**config.mk**
```make
export PLATFORM = sky130hd
export DESIGN_NAME = conv_window_mac_flat
export DESIGN_NICKNAME = d
export VERILOG_FILES = /design/src/rtl/conv_window_mac_if.sv /design/src/rtl/conv_window_mac.sv /design/src/flat_wrapper.sv
export SDC_FILE = /design/constraint.sdc
export NUM_CORES = 2
export LEC_CHECK = 0
export CORE_AREA = 5 5 218 304
export CTS_CLUSTER_SIZE = 10
export DETAILED_ROUTE_END_ITERATION = 6
export DIE_AREA = 0 0 223 309
export GPL_TIMING_DRIVEN = 0
export PLACE_DENSITY = 0.71
export SLEW_MARGIN = 10
export SYNTH_ARGS = -nofsm -noshare
export SYNTH_HDL_FRONTEND = slang
export SYNTH_SLANG_ARGS = --single-unit
```
**constraint.sdc**
```tcl
create_clock -name clk -period 7.8 [get_ports clk]
set_input_delay 2.34 -clock clk [delete_from_list [all_inputs] [get_ports clk]]
set_output_delay 2.34 -clock clk [all_outputs]
set_load 0.02 [all_outputs]
```
**src/rtl/conv_window_mac_if.sv**
```systemverilog
// Handshake/bus bundle between conv_controller (master) and conv_window_mac (slave).
interface conv_window_mac_if #(
  parameter int DATA_W  = 8,
  parameter int COEFF_W = 8,
  parameter int OUT_W   = 16
);
  logic [3*DATA_W-1:0]      sample_data;
  logic                     sample_stream;
  logic                     sample_shift;
  logic                     row_clear;
  logic [3*COEFF_W-1:0]     coeff_data;
  logic                     coeff_ld;
  logic [1:0]               coeff_sel;
  logic                     convolve_en;
  logic signed [OUT_W-1:0]  result;
  logic                     result_valid;
  logic                     result_sat;
  logic                     window_ready;
  logic                     busy;
  logic                     coeff_err;

  modport master (
    output sample_data, sample_stream, sample_shift, row_clear,
           coeff_data, coeff_ld, coeff_sel, convolve_en,
    input  result, result_valid, result_sat, window_ready, busy, coeff_err
  );

  modport slave (
    input  sample_data, sample_stream, sample_shift, row_clear,
           coeff_data, coeff_ld, coeff_sel, convolve_en,
    output result, result_valid, result_sat, window_ready, busy, coeff_err
  );
endinterface

```
**src/rtl/conv_window_mac.sv**
```systemverilog
// 3x3 sample window + coefficient bank feeding a 3-stage signed MAC pipeline
// (products -> row sums -> saturated total). One result per convolve_en, no stall.
module conv_window_mac #(
  parameter int DATA_W  = 8,
  parameter int COEFF_W = 8,
  parameter int ACC_W   = 20,
  parameter int OUT_W   = 16
) (
  input logic              clk,
  input logic              rst,
  conv_window_mac_if.slave bus
);
  localparam int PROD_W = DATA_W + COEFF_W + 1;
  localparam logic signed [ACC_W-1:0] SAT_MAX = ACC_W'(2 ** (OUT_W - 1) - 1);
  localparam logic signed [ACC_W-1:0] SAT_MIN = ~SAT_MAX;

  // w[r][c]: c=2 is the newest column
  logic        [DATA_W-1:0]  r_win  [3][3];
  logic signed [COEFF_W-1:0] r_coef [3][3];
  logic        [1:0]         r_col_cnt;
  logic                      r_coeff_err;

  logic signed [PROD_W-1:0]  w_prod [3][3];
  logic signed [PROD_W-1:0]  r_prod [3][3];
  logic signed [ACC_W-1:0]   w_row  [3];
  logic signed [ACC_W-1:0]   r_row  [3];
  logic signed [ACC_W-1:0]   w_total;
  logic                      w_clip_hi;
  logic                      w_clip_lo;
  logic signed [OUT_W-1:0]   w_sat_val;
  logic                      r_v1, r_v2, r_v3;
  logic signed [OUT_W-1:0]   r_result;
  logic                      r_sat;

  // Window shift register and column counter; clear beats stream beats shift
  always_ff @(posedge clk) begin
    // NOTE: every sequential assignment uses <= so all registers update from pre-edge values.
    if (rst || bus.row_clear) begin
      for (int r = 0; r < 3; r++)
        for (int c = 0; c < 3; c++)
          r_win[r][c] <= '0;
      r_col_cnt <= '0;
    end else if (bus.sample_stream || bus.sample_shift) begin
      for (int r = 0; r < 3; r++) begin
        r_win[r][0] <= r_win[r][1];
        r_win[r][1] <= r_win[r][2];
        r_win[r][2] <= bus.sample_stream ? bus.sample_data[r*DATA_W +: DATA_W] : '0;
      end
      if (r_col_cnt != 2'd3)
        r_col_cnt <= r_col_cnt + 2'd1;
    end
  end

  // Coefficient bank writes; an illegal row select only raises the sticky error
  always_ff @(posedge clk) begin
    if (rst) begin
      for (int r = 0; r < 3; r++)
        for (int c = 0; c < 3; c++)
          r_coef[r][c] <= '0;
      r_coeff_err <= 1'b0;
    end else if (bus.coeff_ld) begin
      if (bus.coeff_sel == 2'd3)
        r_coeff_err <= 1'b1;
      for (int r = 0; r < 3; r++)
        if (bus.coeff_sel == 2'(r))
          for (int c = 0; c < 3; c++)
            r_coef[r][c] <= bus.coeff_data[c*COEFF_W +: COEFF_W];
    end
  end

  // Combinational products, row sums and saturation of the total
  always_comb begin
    // NOTE: each always_comb output gets a default first so no path can leave it latched.
    w_total = '0;
    for (int r = 0; r < 3; r++) begin
      w_row[r] = '0;
      for (int c = 0; c < 3; c++) begin
        w_prod[r][c] = PROD_W'($signed({1'b0, r_win[r][c]})) * PROD_W'(r_coef[r][c]);
        w_row[r]     = w_row[r] + ACC_W'(r_prod[r][c]);
      end
      w_total = w_total + r_row[r];
    end
    w_clip_hi = (w_total > SAT_MAX);
    w_clip_lo = (w_total < SAT_MIN);
    w_sat_val = w_clip_hi ? OUT_W'(SAT_MAX) :
                w_clip_lo ? OUT_W'(SAT_MIN) : w_total[OUT_W-1:0];
  end

  // Pipeline data registers for S1/S2
  always_ff @(posedge clk) begin
    // NOTE: datapath stages carry no reset; their contents are only consumed behind a valid bit.
    for (int r = 0; r < 3; r++) begin
      for (int c = 0; c < 3; c++)
        r_prod[r][c] <= w_prod[r][c];
      r_row[r] <= w_row[r];
    end
  end

  // Stage valids and the S3 output register; result holds between valid pulses
  always_ff @(posedge clk) begin
    if (rst) begin
      r_v1     <= 1'b0;
      r_v2     <= 1'b0;
      r_v3     <= 1'b0;
      r_result <= '0;
      r_sat    <= 1'b0;
    end else begin
      r_v1  <= bus.convolve_en;
      r_v2  <= r_v1;
      r_v3  <= r_v2;
      r_sat <= r_v2 && (w_clip_hi || w_clip_lo);
      if (r_v2)
        r_result <= w_sat_val;
    end
  end

  assign bus.result       = r_result;
  assign bus.result_valid = r_v3;
  assign bus.result_sat   = r_sat;
  assign bus.window_ready = (r_col_cnt == 2'd3);
  assign bus.busy         = r_v1 || r_v2 || r_v3;
  assign bus.coeff_err    = r_coeff_err;
endmodule

```
**src/flat_wrapper.sv**
```systemverilog
// flat-port wrapper written by rule: the top's interface ports become plain ports
module conv_window_mac_flat 
#(
  parameter int DATA_W  = 8,
  parameter int COEFF_W = 8,
  parameter int ACC_W   = 20,
  parameter int OUT_W   = 16
)
  (clk, rst, bus_sample_data, bus_sample_stream, bus_sample_shift, bus_row_clear, bus_coeff_data, bus_coeff_ld, bus_coeff_sel, bus_convolve_en, bus_result, bus_result_valid, bus_result_sat, bus_window_ready, bus_busy, bus_coeff_err);
  conv_window_mac_if #(.DATA_W(DATA_W), .COEFF_W(COEFF_W), .OUT_W(OUT_W)) bus_i ();
  input logic clk;
  input logic rst;
  input wire logic [$bits(bus_i.sample_data)-1:0] bus_sample_data;
  input wire logic [$bits(bus_i.sample_stream)-1:0] bus_sample_stream;
  input wire logic [$bits(bus_i.sample_shift)-1:0] bus_sample_shift;
  input wire logic [$bits(bus_i.row_clear)-1:0] bus_row_clear;
  input wire logic [$bits(bus_i.coeff_data)-1:0] bus_coeff_data;
  input wire logic [$bits(bus_i.coeff_ld)-1:0] bus_coeff_ld;
  input wire logic [$bits(bus_i.coeff_sel)-1:0] bus_coeff_sel;
  input wire logic [$bits(bus_i.convolve_en)-1:0] bus_convolve_en;
  output wire logic [$bits(bus_i.result)-1:0] bus_result;
  output wire logic [$bits(bus_i.result_valid)-1:0] bus_result_valid;
  output wire logic [$bits(bus_i.result_sat)-1:0] bus_result_sat;
  output wire logic [$bits(bus_i.window_ready)-1:0] bus_window_ready;
  output wire logic [$bits(bus_i.busy)-1:0] bus_busy;
  output wire logic [$bits(bus_i.coeff_err)-1:0] bus_coeff_err;
  assign bus_i.sample_data = bus_sample_data;
  assign bus_i.sample_stream = bus_sample_stream;
  assign bus_i.sample_shift = bus_sample_shift;
  assign bus_i.row_clear = bus_row_clear;
  assign bus_i.coeff_data = bus_coeff_data;
  assign bus_i.coeff_ld = bus_coeff_ld;
  assign bus_i.coeff_sel = bus_coeff_sel;
  assign bus_i.convolve_en = bus_convolve_en;
  assign bus_result = bus_i.result;
  assign bus_result_valid = bus_i.result_valid;
  assign bus_result_sat = bus_i.result_sat;
  assign bus_window_ready = bus_i.window_ready;
  assign bus_busy = bus_i.busy;
  assign bus_coeff_err = bus_i.coeff_err;
  conv_window_mac #(.DATA_W(DATA_W), .COEFF_W(COEFF_W), .ACC_W(ACC_W), .OUT_W(OUT_W)) u_core (.clk(clk), .rst(rst), .bus(bus_i));
endmodule
```
**After elaboration in Yosys (flattened, before gate mapping)**

Memories as Yosys holds them, arrays and structs flattened.
Cells that the tools add are included.

- Bitwise logic cells: 18
- Magnitude comparators: 2
- Mux-type cells: 42
- Equality and inequality tests: 5
- Reductions and logical operators: 9
- Shift operators: 0
- $add $sub $neg: 9
- Divide/modulo/power cells: 0
- Multiply operators: 9

Operator list:

| kind | count |
|---|---|
| 2-to-1 mux 8 bit | 21 |
| multiplier 9 x 8 -> 17 bit | 9 |
| adder 18 x 17 -> 19 bit | 3 |
| adder 17 x 17 -> 18 bit | 3 |
| adder 20 bit | 2 |
| 2-to-1 mux 16 bit | 2 |
| greater-than comparator 20 x 16 -> 1 bit (second input constant) | 1 |
| < comparator 20 x 16 -> 1 bit (second input constant) | 1 |
| 2-to-1 mux 1 bit | 19 |
| OR 1 bit | 18 |
| == test 2 bit (second input constant) | 3 |
| logical OR 1 bit | 5 |
| AND reduction 2 bit | 2 |
| adder 2 x 1 -> 2 bit (second input constant) | 1 |
| == test 2 x 1 -> 1 bit (second input constant) | 1 |
| zero test 2 bit | 1 |
| != test 2 bit (second input constant) | 1 |
| logical AND 1 bit | 1 |

- ROM bits: 0
- Latch bits: 0
- Memories: 4
- Register bits: 23
- Input port bits: 57
- Output and inout port bits: 21
- Bits in writable memories: 357

Memories:

| memory | depth | bits a word | rd ports | clocked after memory_dff | write ports | line | RTL |
|---|---|---|---|---|---|---|---|
| u_core.r_prod | 3 | 51 | 3 | 0 | 3 | conv_window_mac.sv:24 | `logic signed [PROD_W-1:0] r_prod [3][3];` |
| u_core.r_coef | 3 | 24 | 3 | 0 | 3 | conv_window_mac.sv:19 | `logic signed [COEFF_W-1:0] r_coef [3][3];` |
| u_core.r_win | 3 | 24 | 3 | 0 | 3 | conv_window_mac.sv:18 | `logic [DATA_W-1:0] r_win [3][3];` |
| u_core.r_row | 3 | 20 | 3 | 0 | 3 | conv_window_mac.sv:26 | `logic signed [ACC_W-1:0] r_row [3];` |

**Depth between registers and ports, before layout**

- Word-level depth: 6
- Depth in mapped cells: 19
- Depth with buffers taken out: 18

**Worst setup path before layout**

No wires, ideal clock.

- Path type: input-to-reg
- Start: input rst
- End: memory u_core.r_win[0][0] (netlist name) (enable)
- Buffers on the path: 1
- Stages on the path: 3
- Arrival: 4.223 ns
- Required time: 7.368 ns
- Slack: 3.145 ns
- Path through: clkbuf_1 nor2_1 nand2_1

RTL lines:

| item | line | RTL |
|---|---|---|
| start, declared | flat_wrapper.sv:12 | `input logic rst;` |
| end, declared | conv_window_mac.sv:18 |  |

==> results.sh <==
export IMPL_place_ws_ps=2740
export IMPL_crit_arrival_ps=5580
export IMPL_routedWlPerCell_microns=17.2
export IMPL_worstReg2RegEnd="u_core.r_prod[2][50]$_DFF_P_"
export IMPL_synth_flop_cell="dfxtp_1"
export IMPL_crit_path_start_kind="flop"
export IMPL_synthTopCellsByCount="583 x inv_1, 457 x ha_1, 433 x and2_1, 407 x fa_1, 288 x nand2_1"
export IMPL_synthAdderAreaFrac=0.403
export IMPL_hpwl_mm=63.3
export IMPL_status="completed"
export IMPL_yosysTopAreaCellShare=0.237
export IMPL_buffer_ports_inserted=76
export IMPL_path_max_fanout=8
export IMPL_grt_pass1_wl_mm=124
export IMPL_post_cts_buffers=0
export IMPL_clock_skew_ps=24.0
export IMPL_synth_distinct_cells=67
export IMPL_fin_crit_sh=0.663
export IMPL_cts_buffer_depth=3
export IMPL_clock_latency_ps=590
export IMPL_relSlewSlack=0.392
export IMPL_cts_made_buffers=46
export IMPL_rr_worst_depth=15
export IMPL_syn_nets=4345
export IMPL_area_sequential_sq_um=8990
export IMPL_postLayoutCoreUtil=0.598
export IMPL_max_freq_ghz=0.193
export IMPL_ctsResizeCount=0
export IMPL_fillers=5374
export IMPL_leakagePower_nw=18.0
export IMPL_rows=109
export IMPL_synth_top_family_by_area="adder cells"
export IMPL_cp_slowest_stage_delay_ps=560
export IMPL_finalWorstSetupSlack_ps=2620
export IMPL_avgSynthCellArea_sq_um=10.1
export IMPL_coreArea_sq_um=63000
export IMPL_clk_pin_slew_worst_paths_ps=50
export IMPL_worstPathRequired_ps=8200
export IMPL_hold_class="reg -> reg"
export IMPL_fin_crit_ps=5180
export IMPL_antenna_left=0
export IMPL_cap_violations=0
export IMPL_die_area_sq_um=68900
export IMPL_drt_pre_antenna_iters=7
export IMPL_r2r_start="u_core.r_win[0][69]$_SDFFCE_PN0P_"
export IMPL_viasPerCell=5.26
export IMPL_drive_gt1_frac=0.0257
export IMPL_cpMaxStageDelayCell="xnor2_1"
export IMPL_startpoint="u_core.r_win[0][69]$_SDFFCE_PN0P_"
export IMPL_synth_edf_count=144
export IMPL_rrSetupSlack_ps=2620
export IMPL_syn_inst=3424
export IMPL_netlist_area_sq_um=34400
export IMPL_cp_endpoint="u_core.r_prod[2][50]$_DFF_P_"
export IMPL_drt_iter0_drc=935
export IMPL_num_io_pins=78
export IMPL_slew_viol_final=0
export IMPL_clock_root_buffer="clkbuf_16"
export IMPL_overflow=0
export IMPL_synthMuxAreaShare=0.00204
export IMPL_dr_total_vias=23200
export IMPL_htreeDepth=2
export IMPL_ys_ff_latch=377
export IMPL_setup_tns_ps=0
export IMPL_hold_viol=0
export IMPL_antenna_found_initial=7
export IMPL_area_delta_synth_final_pct=9.42
export IMPL_grt_pass1_vias=24600
export IMPL_vdd_drop_max_v=0.000300
export IMPL_multi_input_area_sq_um=23100
export IMPL_synth_top_area_cell="fa_1"
export IMPL_die_h_microns=309
export IMPL_cp_end_kind="flop"
export IMPL_ys_seq_area_frac=0.261
export IMPL_final_setup_viol_count=0
export IMPL_critical_path_most_common_cell="fa_1"
export IMPL_place_congestion=0.908
export IMPL_cts_tree="yes"
export IMPL_synthSimpleGateAreaFrac=0.164
export IMPL_cp_cell_sequence="and2_1 -> fa_1 -> inv_1 -> fa_1 -> fa_1 -> fa_1 -> inv_1 -> ha_1 -> o21ai_0 -> a21boi_0 -> o21ai_0 -> a21oi_1 -> a41o_1 -> o41a_1 -> xnor2_1"
export IMPL_holdBufCountCts=0
export IMPL_worstMarginPinSlew_ps=912
export IMPL_synth_top_cells_by_area="fa_1 24%, ha_1 17%, dfxtp_1 14%"
export IMPL_wl_mm=75.9
export IMPL_powerDensity_nw_per_um2=289
export IMPL_synth_compound_area_share=0.0630
export IMPL_setup_worst_path_class="reg -> reg"
export IMPL_grt_usage=0.225
export IMPL_synth_xor_area_share=0.0387
export IMPL_grt_start_max_net_pins=49
export IMPL_rsz0062_at_grt="false"
export IMPL_start_util=0.546
export IMPL_yosys_warnings=0
export IMPL_async_reset_ff_frac=0
export IMPL_cts_sinks=377
export IMPL_drc=0
export IMPL_synth_most_common_cell="inv_1"
export IMPL_nets=4471
export IMPL_fp_dieW_microns=223
final cells by class:
type,count,share of cell area
antenna,2,0.000133
multi-input combinational,2425,0.614
timing repair buffer,78,0.0213
clock inverter,9,0.00186
tap,832,0.0276
clock buffer,72,0.0343
buffer,39,0.00395
sequential,377,0.239
inverter,583,0.0581
critical path, delay by kind of cell, from the launching register on:
family                   cells  cell delay, ps
AO/OA/AOI/OAI                6            1230
XOR/XNOR                     1             560
adder cells (fa/ha/maj)      5            2320
buffers and inverters        2             100
flip-flops                   1             530
AND/OR/NAND/NOR              1             240
cell families after synthesis:
| kind of cell | after synthesis |
|---|---|
| xor+xnor | 152 |
| mux | 7 |
| compound gates | 313 |
| simple gates | 1089 |
| buf+inv | 622 |
| flops | 377 |
| fa+ha+maj | 864 |
state kept, by name (all words and copies together) (netlist names), 2 cells and up:
name,cells
u_core.r_prod,153
u_core.r_coef,72
u_core.r_win,72
u_core.r_row,57
u_core.bus.result,16
u_core.r_col_cnt,2
worst min path at each step:
stage                                 startpoint                                 to  slack [ps]  cells after the start
2_1_floorplan             u_core.r_v1$_SDFF_PP0_             u_core.r_v2$_SDFF_PP0_         430                      1
3_3_place_gp   u_core.bus.result[4]$_SDFFE_PP0P_  u_core.bus.result[4]$_SDFFE_PP0P_         440                      2
5_1_grt        u_core.bus.result[5]$_SDFFE_PP0P_  u_core.bus.result[5]$_SDFFE_PP0P_         470                      2
4_1_cts        u_core.bus.result[3]$_SDFFE_PP0P_  u_core.bus.result[3]$_SDFFE_PP0P_         460                      2
3_5_place_dp   u_core.bus.result[3]$_SDFFE_PP0P_  u_core.bus.result[3]$_SDFFE_PP0P_         450                      2
6_report       u_core.bus.result[5]$_SDFFE_PP0P_  u_core.bus.result[5]$_SDFFE_PP0P_         450                      2
cell usage in the layout (no fill, tap or decap), types with 30 or more instances in the layout:
cell type,n
clkbuf_1,60
nand2b_1,68
inv_1,583
edfxtp_1,144
o21ai_0,55
and2_1,433
fa_1,407
nor2b_1,30
nor3_1,44
nor2_1,151
clkbuf_16,47
ha_1,457
xnor2_1,134
a21oi_1,73
dfxtp_1,233
nand2_1,287
clkdlybuf4s50_1,76
power by group:
part | internal [mW] | total (mW) | switching (mW)
sequential | 2.50 | 2.86 | 0.366
combinational | 2.51 | 6.05 | 3.54
clock | 1.13 | 1.97 | 0.832
total | 6.15 | 10.9 | 4.73
through the flow:
stage,power [mW],instance area [sq um],hold slack [ps],cells
floorplan,7.27,34400,431,3424
global placement,8.77,36200,442,4332
detailed placement,8.89,36300,447,4334
CTS,10.9,37700,459,4415
global route,11.7,37700,475,4415
finish,10.9,37700,453,4417
per-layer routing:
| layer | up-vias | track usage | routed length, microns |
|---|---|---|---|
| met5 | - | 0 | 19 |
| met4 | 2 | 0.103 | 4140 |
| met3 | 164 | 0.0306 | 3400 |
| met2 | 464 | 0.408 | 38600 |
| met1 | 11400 | 0.265 | 29700 |
| li1 | 11200 | - | - |
Note: power is estimated with default switching activity, not from simulation.
